$ cat src/rtl/alu_logic_seq_if.sv
// Valid/ready bus between the execute stage and the chunk-serial bitwise unit.
// The producer drives operands and op. The consumer takes result, zero and parity.
interface alu_logic_seq_if #(
    parameter int unsigned WIDTH = 32
) ();
    logic             in_valid;
    logic             in_ready;
    logic [WIDTH-1:0] A;
    logic [WIDTH-1:0] B;
    logic [2:0]       op;
    logic             out_valid;
    logic             out_ready;
    logic [WIDTH-1:0] result;
    logic             zero;
    logic             parity;

    // Execute-stage side: offers operands, accepts results.
    modport master (
        output in_valid, A, B, op, out_ready,
        input  in_ready, out_valid, result, zero, parity
    );

    // Unit side.
    modport slave (
        input  in_valid, A, B, op, out_ready,
        output in_ready, out_valid, result, zero, parity
    );
endinterface

$ cat src/rtl/alu_logic_seq.sv
// Multi-cycle bitwise unit. It applies one of eight bitwise ops to WIDTH-bit operands,
// CHUNK bits per cycle, behind a valid/ready handshake.
// Optional macro ALU_LOGIC_PARITY_EN enables the registered parity flag. Without it,
// parity is tied to 0.
module alu_logic_seq #(
    parameter int unsigned WIDTH = 32,
    parameter int unsigned CHUNK = 8
) (
    input  logic          clk,
    input  logic          rst,
    alu_logic_seq_if.slave bus
);
    localparam int unsigned NCHUNK = WIDTH / CHUNK;
    localparam int unsigned IDXW   = (NCHUNK > 1) ? $clog2(NCHUNK) : 1;
    localparam logic [IDXW-1:0] LAST_IDX = IDXW'(NCHUNK - 1);

    localparam logic [1:0] StIdle = 2'd0;
    localparam logic [1:0] StBusy = 2'd1;
    localparam logic [1:0] StDone = 2'd2;

    // A partial last chunk cannot be expressed by the chunk-serial datapath.
    if ((CHUNK == 0) || (WIDTH % CHUNK != 0)) begin : g_chunk_check
        $error("alu_logic_seq: WIDTH must be a non-zero multiple of CHUNK");
    end

    logic [1:0]       state_q, state_d;
    logic [IDXW-1:0]  idx_q, idx_d;
    logic [WIDTH-1:0] a_q, b_q;
    logic [2:0]       op_q;
    logic [WIDTH-1:0] result_q, result_d;
    logic             zero_q;
    logic             load;
    logic             busy;
    logic             last;
    logic [CHUNK-1:0] a_slice, b_slice, chunk_res;

    function automatic logic [CHUNK-1:0] apply_op(input logic [2:0]       o,
                                                  input logic [CHUNK-1:0] a,
                                                  input logic [CHUNK-1:0] b);
        logic [CHUNK-1:0] r;
        unique case (o)
            3'b000: r = a & b;
            3'b001: r = a | b;
            3'b010: r = a ^ b;
            3'b011: r = ~(a | b);
            3'b100: r = a & ~b;
            3'b101: r = a | ~b;
            3'b110: r = ~(a ^ b);
            3'b111: r = a;
        endcase
        return r;
    endfunction

    assign busy = (state_q == StBusy);
    assign last = (idx_q == LAST_IDX);

    // Select the operand slices addressed by the chunk index.
    always_comb begin
        a_slice = '0;
        b_slice = '0;
        for (int i = 0; i < NCHUNK; i++) begin
            if (idx_q == IDXW'(i)) begin
                a_slice = a_q[i*CHUNK +: CHUNK];
                b_slice = b_q[i*CHUNK +: CHUNK];
            end
        end
    end

    assign chunk_res = apply_op(op_q, a_slice, b_slice);

    // Merge the freshly computed chunk into the result. Other chunks keep their old bits.
    always_comb begin
        result_d = result_q;
        for (int i = 0; i < NCHUNK; i++) begin
            if (idx_q == IDXW'(i)) begin
                result_d[i*CHUNK +: CHUNK] = chunk_res;
            end
        end
    end

    // Control FSM: accept in IDLE, one chunk per BUSY cycle, hold in DONE until taken.
    always_comb begin
        state_d = state_q;
        idx_d   = idx_q;
        load    = 1'b0;
        case (state_q)
            StIdle: begin
                if (bus.in_valid) begin
                    state_d = StBusy;
                    idx_d   = '0;
                    load    = 1'b1;
                end
            end
            StBusy: begin
                if (last) begin
                    state_d = StDone;
                    idx_d   = '0;
                end else begin
                    idx_d = idx_q + 1'b1;
                end
            end
            StDone: begin
                if (bus.out_ready) begin
                    state_d = StIdle;
                end
            end
            default: begin
                state_d = StIdle;
                idx_d   = '0;
            end
        endcase
    end

    // State and chunk index.
    always_ff @(posedge clk or posedge rst) begin
        if (rst) begin
            state_q <= StIdle;
            idx_q   <= '0;
        end else begin
            state_q <= state_d;
            idx_q   <= idx_d;
        end
    end

    // Operands are captured once at accept, so the producer may change them afterwards.
    always_ff @(posedge clk or posedge rst) begin
        if (rst) begin
            a_q  <= '0;
            b_q  <= '0;
            op_q <= 3'b000;
        end else if (load) begin
            a_q  <= bus.A;
            b_q  <= bus.B;
            op_q <= bus.op;
        end
    end

    // Result builds up chunk by chunk. Zero is taken from the complete word on the last chunk.
    always_ff @(posedge clk or posedge rst) begin
        if (rst) begin
            result_q <= '0;
            zero_q   <= 1'b0;
        end else if (busy) begin
            result_q <= result_d;
            if (last) begin
                zero_q <= (result_d == '0);
            end
        end
    end

`ifdef ALU_LOGIC_PARITY_EN
    logic parity_q;

    // Parity is registered alongside zero from the complete result.
    always_ff @(posedge clk or posedge rst) begin
        if (rst) begin
            parity_q <= 1'b0;
        end else if (busy && last) begin
            parity_q <= ^result_d;
        end
    end

    assign bus.parity = parity_q;
`else
    assign bus.parity = 1'b0;
`endif

    assign bus.in_ready  = (state_q == StIdle);
    assign bus.out_valid = (state_q == StDone);
    assign bus.result    = result_q;
    assign bus.zero      = zero_q;

endmodule

$ cat src/flat_wrapper.sv
// flat-port wrapper written by rule: the top's interface ports become plain ports
module alu_logic_seq_flat 
#(
    parameter int unsigned WIDTH = 32,
    parameter int unsigned CHUNK = 8
)
  (clk, rst, bus_in_valid, bus_A, bus_B, bus_op, bus_out_ready, bus_in_ready, bus_out_valid, bus_result, bus_zero, bus_parity);
  alu_logic_seq_if #(.WIDTH(WIDTH)) bus_i ();
  input  logic clk;
  input  logic rst;
  input wire logic [$bits(bus_i.in_valid)-1:0] bus_in_valid;
  input wire logic [$bits(bus_i.A)-1:0] bus_A;
  input wire logic [$bits(bus_i.B)-1:0] bus_B;
  input wire logic [$bits(bus_i.op)-1:0] bus_op;
  input wire logic [$bits(bus_i.out_ready)-1:0] bus_out_ready;
  output wire logic [$bits(bus_i.in_ready)-1:0] bus_in_ready;
  output wire logic [$bits(bus_i.out_valid)-1:0] bus_out_valid;
  output wire logic [$bits(bus_i.result)-1:0] bus_result;
  output wire logic [$bits(bus_i.zero)-1:0] bus_zero;
  output wire logic [$bits(bus_i.parity)-1:0] bus_parity;
  assign bus_i.in_valid = bus_in_valid;
  assign bus_i.A = bus_A;
  assign bus_i.B = bus_B;
  assign bus_i.op = bus_op;
  assign bus_i.out_ready = bus_out_ready;
  assign bus_in_ready = bus_i.in_ready;
  assign bus_out_valid = bus_i.out_valid;
  assign bus_result = bus_i.result;
  assign bus_zero = bus_i.zero;
  assign bus_parity = bus_i.parity;
  alu_logic_seq #(.WIDTH(WIDTH), .CHUNK(CHUNK)) u_core (.clk(clk), .rst(rst), .bus(bus_i));
endmodule
$ cat config.mk
export PLATFORM = sky130hd
export DESIGN_NAME = alu_logic_seq_flat
export DESIGN_NICKNAME = d
export VERILOG_FILES = /design/src/rtl/alu_logic_seq_if.sv /design/src/rtl/alu_logic_seq.sv /design/src/flat_wrapper.sv
export SDC_FILE = /design/constraint.sdc
export NUM_CORES = 1
export LEC_CHECK = 0
export ABC_AREA = 1
export CORE_MARGIN = 4
export CORE_UTILIZATION = 53
export DETAILED_ROUTE_END_ITERATION = 8
export PLACE_DENSITY_LB_ADDON = 0.1
export SLEW_MARGIN = 20
export SYNTH_ARGS = -nofsm -noshare
export SYNTH_HDL_FRONTEND = slang
export SYNTH_SLANG_ARGS = --single-unit
$ cat constraint.sdc
create_clock -name clk -period 4.55 [get_ports clk]
set_input_delay 1.365 -clock clk [delete_from_list [all_inputs] [get_ports clk]]
set_output_delay 1.365 -clock clk [all_outputs]
set_load 0.05 [all_outputs]
Word level (Yosys, flattened, before mapping)

Index checks and enable logic that the tools add are counted.
W data, S select, Z words.

Eq/ne operators: 15
Multiply operators: 0
Mux-type cells: 22
Div/mod/pow operators: 0
Shift operators: 0
Add/subtract/negate cells: 1
Bitwise gates (word level): 9
Reduce and logical (&&, ||, !) cells: 7
Magnitude comparators: 0

Operator list:

| kind                  | count |
|---|---|
| $mux W8               | 12 |
| $pmux W8 S8           | 1 |
| $logic_not A32 Y1     | 1 |
| $not A8 Y8            | 3 |
| $and A8 B8 Y8         | 2 |
| $or A8 B8 Y8          | 2 |
| $eq A3 B3 Y1 const B  | 4 |
| $pmux W2 S3           | 2 |
| $mux W2               | 5 |
| $xor A8 B8 Y8         | 1 |
| $eq A2 B2 Y1 const B  | 3 |
| $eq A3 B2 Y1 const B  | 2 |
| $ne A2 B2 Y1 const B  | 3 |
| $eq A2 B1 Y1 const B  | 2 |
| $logic_not A2 Y1      | 2 |
| $reduce_and A2 Y1     | 2 |
| $eq A3 B1 Y1 const B  | 1 |
| $logic_not A3 Y1      | 1 |
| $reduce_and A3 Y1     | 1 |
| $add A2 B1 Y2 const B | 1 |
| $mux W1               | 2 |
| $not A1 Y1            | 1 |

Register bits after elaboration: 104
Memories kept: 0
Input port bits: 71
Bits in read-only memories: 0
Memory bits (writable): 0
Logic and storage cells: 61
Bits in latches: 0

Longest topological paths before layout

Gate-level depths: netlist (run 1).

Depth after elaboration: 10
Mapped depth: 25
Gate-level depth less buffers: 24

Worst setup path before layout (run 1)

No wires, ideal clock.

Path type: in2reg
From: input port bus_in_valid
To: register u_core.a_q[10]
Library setup time: 125 ps
Arrival: 2440 ps
Cell stages on the path: 4
Slack: 1985 ps
Required time: 4425 ps
Path through: nand2_1 clkbuf_1 clkbuf_1 mux2_2

Word-level cells in the longest chain between the ends: 2

Ends and longest elaborated chain:

| what                 | line                 | RTL |
|---|---|---|
| start, declared      | flat_wrapper.sv:11   | `input wire logic [$bits(bus_i.in_valid)-1:0] bus_in_valid;` |
| $mux W1              | alu_logic_seq.sv:88  | `if (bus.in_valid) begin` |
| $mux W1              | alu_logic_seq.sv:86  | `case (state_q)` |
| end signal, assigned | alu_logic_seq.sv:132 | `a_q <= bus.A;` |
| end, declared        | alu_logic_seq.sv:28  | `logic [WIDTH-1:0] a_q, b_q;` |

No other way between the ends.
A chain may end at the register's enable or synchronous reset.

Worst setup path in the final report (run 1)

From: register u_core.idx_q[0]
To: register u_core.zero_q (netlist: u_core.bus.zero)

Word-level cells in the longest chain between the ends: 10
Elaborated cells between the ends (all ways): 27
Those cells by class: eq/ne: 3; mux: 13; bitwise: 8; reduce/logical: 3

Ends and longest elaborated chain:

| what                                  | line                                     | RTL |
|---|---|---|
| start, declared                       | alu_logic_seq.sv:27                      | `logic [IDXW-1:0] idx_q, idx_d;` |
| start signal, assigned                | alu_logic_seq.sv:121                     | `idx_q <= idx_d;` |
| $logic_not A2 Y1                      | alu_logic_seq.sv:62, alu_logic_seq.sv:75 |  |
| $mux W8 (4 in a row)                  | alu_logic_seq.sv:62                      | `if (idx_q == IDXW'(i)) begin` |
| $xor A8 B8 Y8 (tied with other cells) | alu_logic_seq.sv:44, alu_logic_seq.sv:48 |  |
| $not A8 Y8 (tied with other cells)    | alu_logic_seq.sv:48                      | `3'b110: r = ~(a ^ b);` |
| $pmux W8 S8                           | alu_logic_seq.sv:41                      | `unique case (o)` |
| $mux W8                               | alu_logic_seq.sv:75                      | `if (idx_q == IDXW'(i)) begin` |
| $logic_not A32 Y1                     | alu_logic_seq.sv:146                     | `zero_q <= (result_d == '0);` |
| end signal, assigned                  | alu_logic_seq.sv:146                     |  |
| end, declared                         | alu_logic_seq.sv:31                      | `logic zero_q;` |

Several ways; a longest one is shown, not always the timed one.

==> metrics.txt, run 1 <==
largest cells by area after synthesis dfrtp_1 43%, nand2_1 14%, mux2_2 9.8%; GR Overflow Total 0; Levels on crit path 20; Net count, final 916; commonest non-fill, non-tap cells in the layout 221 x nand2_1, 105 x clkdlybuf4s50_1, 104 x dfrtp_1, 73 x nor2_1, 52 x mux2_2; Hold Path Depth 2; CTS root buffer clkbuf_16; max-cap violations 0; Crit Path Category register to register; Peak Freq 280 MHz; reg2reg path depth 20; Yosys reg bits between 100 and 150; Layout Area Growth over Synthesis 23.3%; Worst-path clk slew around 0.08 ns; commonest non-fill, non-tap cell in the layout nand2_1; drt drc 0; DIE HEIGHT 114 um; CTS tree built; Period Utilization, post-route 78.4%; Via-to-Cell Ratio 5.49; Slowest Stage Delay on Critical Path 0.62 ns; post-cts resize count 0; average size of a mapped cell 8.05 sq um; initial antenna violation count 0; dpl hpwl roughly 12000 um; num rows 38; Post-synth ARST share 100%; Die Wd between 100 and 150 um; vias in the first global route 5415; startpoint types register; Final Hold Viols 0; register area between 2000 and 3000 sq um; drt wl/cell 16.9 um; area occupied by multi-input gates between 2000 and 3000 sq um; gpl congestion 0.878; total CTS buffers 9; CTS HTree Levels 3; Synth Warn # 0; Worst setup EP type register; CP cell instances ha_1, inv_2, or2_2, nand2_1, ha_1, inv_1, nand2_1, nand2_1, nand3_1, a21oi_1, nand2_1, nor2_1, nand2_1, nand2_1, nand2_1, nor2_1, nand2_1, nor2_1, nand2_1, nand2_1; WP data arrival 3.87 ns; Port Buffers 105; Worst Hold Class register to register; Worst Path Max Fanout 18; setup TNS 0 ns; Setup-failing EPs final 0; CP top delay family simple AND/OR/NAND/NOR gates; Synth Cell Area roughly 6000 sq um; Max-Slew Margin vs Limit about half; Worst Max-Slew Pin Slew 0.749 ns; GRT Total Usage 26.3%; post-route ant nets 0; top_reg_cell synth dfrtp_1; DR vias roughly 5.4k; Core ar. 10900 sq um; IO Count 107; die area between 10000 and 15000 sq um; Clk Latency, worst-skew pair 0.36 ns; syn_nets between 800 and 900; final slew viol count 0; cell taking the most area after synthesis dfrtp_1; layout cell share with drive strength beyond 1 15.4%; largest net degree at the start of global routing 62; sequential fraction of the synthesis area 43.5%; hold_buf cts 0; master of the slowest instance on the critical path ha_1; post-synth top area share ~43%; number of antenna diodes 0; Critical Path RT slightly below 5 ns; Pre-antenna DRT Iters 5; synth unique cells 33; CP dominant cell by count nand2_1; status finished clean; starting density of the core 54.7%; CP Buf/Inv Count 2; Longest Clk Path Bufs 2; Cells after Synth 744; EDFF count, synth 0; # Post-CTS Setup Buffers 0; RSZ-0062 raised after global routing no; # fillers 930; clk sink count approximately 100; first-pass GRT wire length between 20000 and 30000 um; Iteration-0 DRC Markers 370; fin crit period about 3.6 ns; worst clock skew 0.00889 ns; total wire length around 16000 um
[final timing paths]
| check | from | endpoint | slack (ns) |
|---|---|---|---|
| min reg2reg | u_core.bus.result[24] | u_core.bus.result[24] | 0.49 |
| max in group asynchronous | rst | u_core.b_q[26] | 2.25 |
| min in group asynchronous | rst | u_core.b_q[13] | 1.50 |
| max reg2reg | u_core.idx_q[0] | u_core.bus.zero | 0.98 |
| min | u_core.bus.result[24] | u_core.bus.result[24] | 0.49 |
| max | u_core.idx_q[0] | u_core.bus.zero | 0.98 |
[layout make-up]
class	count	share of cell area [%]
Inverter	61	3.20
Clock buffer	9	3.05
Clock inverter	7	0.847
Tap cell	140	2.37
Multi-Input combinational cell	544	40.1
Timing Repair Buffer	113	15.2
Sequential cell	104	35.3
[synthesized netlist by cell type, types with 7 or more instances]
cell	n
a21oi_1	40
buf_2	9
clkbuf_1	14
dfrtp_1	104
ha_1	12
inv_1	52
inv_2	7
mux2_2	52
nand2_1	222
nand3_1	34
nand4_1	18
nor2_1	73
o21ai_0	36
or2_2	19
[kinds of logic (layout without fill, tap and decap cells)]
kind of cell | Yosys count | after routing | synth area share (%)
DFF | 104 | 104 | 43.5
AOI/OAI and AO/OA | 96 | 96 | 8.99
other | 1 | 1 | 0.0626
buffers and inverters | 96 | 190 | 7.17
muxes | 54 | 54 | 10.1
adders and majority gates | 12 | 12 | 2.51
and+or+nand+nor | 381 | 381 | 27.7
[sequential cells by signal, indices dropped and copies added (netlist names)]
| register | cells |
|---|---|
| u_core.b_q | 32 |
| u_core.bus.zero | 1 |
| u_core.op_q | 3 |
| u_core.bus.result | 32 |
| u_core.idx_q | 2 |
| u_core.a_q | 32 |
| u_core.state_q | 2 |
[worst min-delay path: cells and delay by family (launching register included)]
family           cells  cell delay (ns)
flip-flops           1             0.35
AND/OR/NAND/NOR      2             0.11
[per-stage QoR]
| stage | worst slack [ns] | std cells | utilization, % | cell area, sq um | hold WS, ns |
|---|---|---|---|---|---|
| 2_1_floorplan | 0.453 | 744 | - | 5990 | 0.471 |
| 3_3_place_gp | 1.16 | 962 | 64.9 | 7090 | 0.467 |
| 3_5_place_dp | 1.06 | 962 | 64.9 | 7090 | 0.473 |
| 4_1_cts | 1.02 | 978 | 67.5 | 7380 | 0.494 |
| 5_1_grt | 0.664 | 978 | 67.5 | 7380 | 0.523 |
| 6_report | 0.985 | 978 | 67.5 | 7380 | 0.489 |
[routing by layer]
| metal | wire length (um) | vias to the layer above | track usage [%] |
|---|---|---|---|
| met3 | 1210 | 32 | 6.66 |
| li1 | - | 2581 | - |
| met5 | 0 | - | 0 |
| met1 | 6890 | 2546 | 33.3 |
| met2 | 7980 | 207 | 43.6 |
| met4 | 404 | 0 | 9.42 |
Power of run 1 is left out: the tool's default activity adds up to more than one toggle a clock period on the data nets, which glitch-free logic cannot reach.
==> inputs of run 2 (changes only) <==
==> constraint.sdc (replaced) <==
create_clock -name clk -period 3.5 [get_ports clk]
set_input_delay 1.05 -clock clk [delete_from_list [all_inputs] [get_ports clk]]
set_output_delay 1.05 -clock clk [all_outputs]
set_load 0.05 [all_outputs]
==> run 2 against run 1 <==
- die area unchanged
- highest routed layer unchanged
- global-route usage increased by 0.80 points
- via count about the same
- sequential share of layout area decreased by 0.44 points
- sequential cell count unchanged
- count of clock-buffer cells in the layout unchanged
==> metrics.txt, run 2 (synthesis results as in run 1) <==
status finished clean; Peak Freq 312 MHz (+11%); drt drc 0 (unchanged); Final Hold Viols 0 (unchanged); GR Overflow Total 0 (unchanged); worst clock skew 0.00893 ns (+0.0000420 ns); Critical Path RT 3.81 ns (-1.04 ns); post-route ant nets 0 (unchanged); Longest Clk Path Bufs 2 (unchanged); Die Wd 114 um (unchanged); total wire length 17000 um (+2.9%); Worst Path Max Fanout 15 (-3); fin crit period 3.20 ns (-0.363 ns); Iteration-0 DRC Markers 472 (+28%); IO Count 107 (unchanged); vias in the first global route 5516 (+1.9%); die area 13100 sq um (unchanged); Slowest Stage Delay on Critical Path 0.39 ns (-0.23 ns); Via-to-Cell Ratio 5.48 (-0.13%); commonest non-fill, non-tap cell in the layout nand2_1; total CTS buffers 9 (unchanged); master of the slowest instance on the critical path dfrtp_1; Crit Path Category register to register; CP cell instances inv_1, ha_1, buf_4, inv_2, nor2_1, nand2_1, nand2_1, a21boi_0, ha_1, inv_1, nand2_1, nand2_1, nand3_1, a21oi_1, nand3_1, o21bai_2, nand2_1, nor2_1, nand2_1, nor2_1, nand2_1, nand2_1; Layout Area Growth over Synthesis 24.9%; Period Utilization, post-route 91.5% (+13 points); Pre-antenna DRT Iters 5 (unchanged); # Post-CTS Setup Buffers 0 (unchanged); Clk Latency, worst-skew pair 0.36 ns (about the same); DR vias 5370 (+0.075%); # fillers 936 (+0.65%); finished layout cell area 7480 sq um (+1.3%); num rows 38 (unchanged); CTS HTree Levels 3 (unchanged); first-pass GRT wire length 27500 um (+2.8%); starting density of the core 54.7% (unchanged); GRT Total Usage 27.1% (+0.80 points); area occupied by multi-input gates 2970 sq um (+0.38%); CTS root buffer clkbuf_16; CP dominant cell by count nand2_1; commonest non-fill, non-tap cells in the layout 221 x nand2_1, 105 x clkdlybuf4s50_1, 104 x dfrtp_1, 73 x nor2_1, 52 x mux2_2; startpoint types register; initial antenna violation count 0 (unchanged); Port Buffers 105 (unchanged); CTS tree built; number of antenna diodes 0 (unchanged); largest net degree at the start of global routing 105 (+69%); setup TNS 0 ns (unchanged); Core ar. 10900 sq um (unchanged); register area 2600 sq um (unchanged); Worst setup EP type register; Worst Hold Class register to register; final slew viol count 0 (unchanged); Max-Slew Margin vs Limit 35.8% (-14 points); RSZ-0062 raised after global routing no; Placement Cell Area 7120 sq um (+0.30%); hold_buf cts 0 (unchanged); post-cts resize count 0 (unchanged); max-cap violations 0 (unchanged); gpl congestion 0.915 (+4.2%); Net count, final 918 (+0.22%); Setup-failing EPs final 0 (unchanged); WP data arrival 3.51 ns (-0.36 ns); dpl hpwl 12300 um (+1.2%); clk sink count 104 (unchanged); Worst Max-Slew Pin Slew 0.962 ns (+0.213 ns); DIE HEIGHT 114 um (unchanged); Worst-path clk slew 0.08 ns (about the same); drt wl/cell 17.3 um (+2.7%); layout cell share with drive strength beyond 1 15.8% (+0.44 points)
run 2: path summary, 6_finish.rpt:
path / start / to / slack (ns) / depth (start not counted)
setup / recovery: u_core.idx_q[0] / u_core.bus.zero / 0.30 / 22
hold / removal: u_core.bus.result[30] / u_core.bus.result[30] / 0.50 / 2
setup reg to reg: u_core.idx_q[0] / u_core.bus.zero / 0.30 / 22
hold reg to reg: u_core.bus.result[30] / u_core.bus.result[30] / 0.50 / 2
max in group asynchronous: rst / u_core.bus.result[2] / 1.87 / 3
min in group asynchronous: rst / u_core.a_q[5] / 1.19 / 3
run 2: routing by layer:
| metal | global-route usage (%) | up-vias | wire length, um |
|---|---|---|---|
| met5 | 0 | - | 0 |
| met4 | 9.50 | 0 | 433 |
| met3 | 7.66 | 32 | 1210 |
| met2 | 44.2 | 205 | 8210 |
| met1 | 34.6 | 2549 | 7120 |
| li1 | - | 2584 | - |
run 2: area by class of cell:
type                       instances  share of cell area, %
clock buffer                       9                   3.01
clock inverter                     7                   1.69
inverter                          61                   3.21
multi-input combinational        544                   39.7
sequential                       104                   34.8
tap                              140                   2.34
timing repair buffer             115                   15.2
run 2: through the flow:
stage / instances / hold slack [ns] / worst slack [ns] / util [%]
floorplan: 744 / 0.471 / 0.955 / -
CTS: 980 / 0.502 / 0.218 / 68.3
global placement: 964 / 0.470 / 0.327 / 65.1
finish: 980 / 0.499 / 0.298 / 68.4
detailed placement: 964 / 0.482 / 0.246 / 65.1
global route: 980 / 0.521 / 0.0106 / 68.4
run 2: critical path, delay by kind of cell (launching register included):
family,cells,cell delay (ns)
compound gates,3,0.73
fa+ha+maj,2,0.56
buf+inv,4,0.43
flops,1,0.39
simple gates,13,1.02
Power of run 2 is left out for the same reason.
==> inputs of run 3 (changes only) <==
--- a/config.mk
+++ b/config.mk
@@ -6,9 +6,11 @@
 export NUM_CORES = 1
 export LEC_CHECK = 0
 export ABC_AREA = 1
+export ABC_CLOCK_PERIOD_IN_PS = 3500
 export CORE_MARGIN = 4
 export CORE_UTILIZATION = 53
 export DETAILED_ROUTE_END_ITERATION = 8
+export GPL_ROUTABILITY_DRIVEN = 0
 export PLACE_DENSITY_LB_ADDON = 0.1
 export SLEW_MARGIN = 20
 export SYNTH_ARGS = -nofsm -noshare
==> run 3 against run 2 <==
- global-route usage fell by 0.80 points
- sequential cell count is the same
- cell count rose by 0.31%
- final area decreased by 0.32%
- die area stayed put
- utilization decreased by 0.22 points
- non-clock buffer count up 3
- setup slack got worse by 0.035 ns
- critical endpoint unchanged
==> metrics.txt, run 3 (synthesis results as in run 1) <==
CTS root buffer clkbuf_16; CP dominant cell by count nand2_1; Worst Max-Slew Pin Slew 0.552 ns (-0.411 ns); Worst setup EP type register; R2R setup slack 0.26 ns (-0.04 ns); Period Utilization, post-route 92.5% (+1.0 points); initial antenna violation count 0 (unchanged); Iteration-0 DRC Markers 370 (-22%); IO Count 107 (unchanged); Net count, final 921 (+0.33%); Crit Path Category register to register; num rows 38 (unchanged); clk sink count 104 (unchanged); post-route ant nets 0 (unchanged); hold_buf cts 0 (unchanged); fin crit period 3.24 ns (+0.0354 ns); Peak Freq 309 MHz (-1.1%); Worst-path clk slew 0.08 ns (about the same); Layout Area Growth over Synthesis 24.5%; Pre-antenna DRT Iters 6 (+1); dpl hpwl 12200 um (-0.90%); Setup-failing EPs final 0 (unchanged); Levels on crit path 21 (-4.5%); status finished clean; post-cts resize count 1 (+1); GR Overflow Total 0 (unchanged); startpoint types register; Worst Path Max Fanout 16 (+1); total CTS buffers 9 (unchanged); GRT Total Usage 26.3% (-0.80 points); largest net degree at the start of global routing 105 (unchanged); vias in the first global route 5533 (+0.31%); first-pass GRT wire length 27200 um (-1.3%); master of the slowest instance on the critical path dfrtp_1; Max-Slew Margin vs Limit 63.2% (+27 points); max-cap violations 0 (unchanged); # fillers 924 (-1.3%); CTS tree built; Longest Clk Path Bufs 2 (unchanged); number of antenna diodes 0 (unchanged); setup TNS 0 ns (unchanged); reg2reg start u_core.idx_q[1]; total wire length 16700 um (-1.9%); worst clock skew 0.00865 ns (-0.000282 ns); WP data arrival 3.53 ns (+0.02 ns); Hold Crit Start u_core.bus.result[25]; drt wl/cell 16.9 um (-2.2%); CP cell instances inv_1, ha_2, inv_2, nand2_1, nand3_1, nand2_1, nand2_1, ha_1, inv_1, nand2_1, nand2_1, nand3_1, a21oi_1, nand3_1, o21bai_1, nand2_1, nor2_1, nand2_1, nor2_1, nand2_1, nand2_1; CTS HTree Levels 3 (unchanged); DR vias 5507 (+2.6%); # Post-CTS Setup Buffers 0 (unchanged); Die Wd 114 um (unchanged); die area 13100 sq um (unchanged); commonest non-fill, non-tap cell in the layout nand2_1; DP Cell Count 967 (+0.31%); CP Buf/Inv Count 3 (-1); CP top delay family simple AND/OR/NAND/NOR gates; DIE HEIGHT 114 um (unchanged); Slowest Stage Delay on Critical Path 0.41 ns (+0.02 ns); final slew viol count 0 (unchanged); Worst Hold End u_core.bus.result[25]; Clk Latency, worst-skew pair 0.35 ns (about the same); reg2reg path depth 21 (-4.5%); Final Hold Viols 0 (unchanged); starting density of the core 54.7% (unchanged); Post-Layout Cell Count 983 (+0.31%); commonest non-fill, non-tap cells in the layout 221 x nand2_1, 105 x clkdlybuf4s50_1, 104 x dfrtp_1, 72 x nor2_1, 52 x mux2_2; Via-to-Cell Ratio 5.60 (+2.2%); drt drc 0 (unchanged); layout cell share with drive strength beyond 1 16.1% (+0.30 points); Critical Path RT 3.79 ns (-0.02 ns); Worst Hold Class register to register; Hold Path Depth 2 (unchanged); FF-to-FF End u_core.bus.zero; Port Buffers 105 (unchanged); Core ar. 10900 sq um (unchanged)
run 3: layer usage:
layer / wire, um / GRT usage [%] / vias up
li1: - / - / 2594
met1: 6910 / 35.1 / 2596
met2: 7940 / 42.8 / 272
met3: 1300 / 4.86 / 45
met4: 501 / 9.90 / 0
met5: 0 / 0 / -
run 3: worst register-to-register path: cells and delay by family (launching register included):
family	cells	cell delay [ns]
and+or+nand+nor	14	1.27
adders and majority gates	2	0.65
AOI/OAI and AO/OA	2	0.44
DFF	1	0.41
buffers and inverters	3	0.40
run 3: cell type report:
cell class / count / area [sq um] / area share, %
Multi-Input combinational cell: 544 / 2980 / 40.0
Sequential cell: 104 / 2600 / 34.9
Timing Repair Buffer: 118 / 1170 / 15.7
Inverter: 61 / 240 / 3.22
Clock buffer: 10 / 229 / 3.07
Tap cell: 140 / 175 / 2.35
Clock inverter: 6 / 52.6 / 0.705
run 3: metrics by stage:
stage	setup slack, ns	area, sq um	hold WS (ns)	utilization [%]
6_report	0.263	7450	0.486	68.1
3_3_place_gp	0.169	7150	0.467	65.4
2_1_floorplan	0.955	5990	0.471	-
4_1_cts	0.182	7430	0.492	68.0
3_5_place_dp	0.0883	7150	0.473	65.4
5_1_grt	-0.00316	7450	0.530	68.1
run 3: how the worst max path moves through the flow:
stage,startpoint,endpoint,slack [ns]
after global placement,u_core.idx_q[0],u_core.bus.zero,0.17
final,u_core.idx_q[1],u_core.bus.zero,0.26
after CTS,u_core.idx_q[1],u_core.bus.zero,0.18
after global routing,u_core.idx_q[1],u_core.bus.zero,-0.003
after detailed placement,u_core.idx_q[0],u_core.bus.zero,0.09
after floorplan,u_core.idx_q[0],u_core.bus.zero,0.95
Power of run 3 is left out for the same reason.
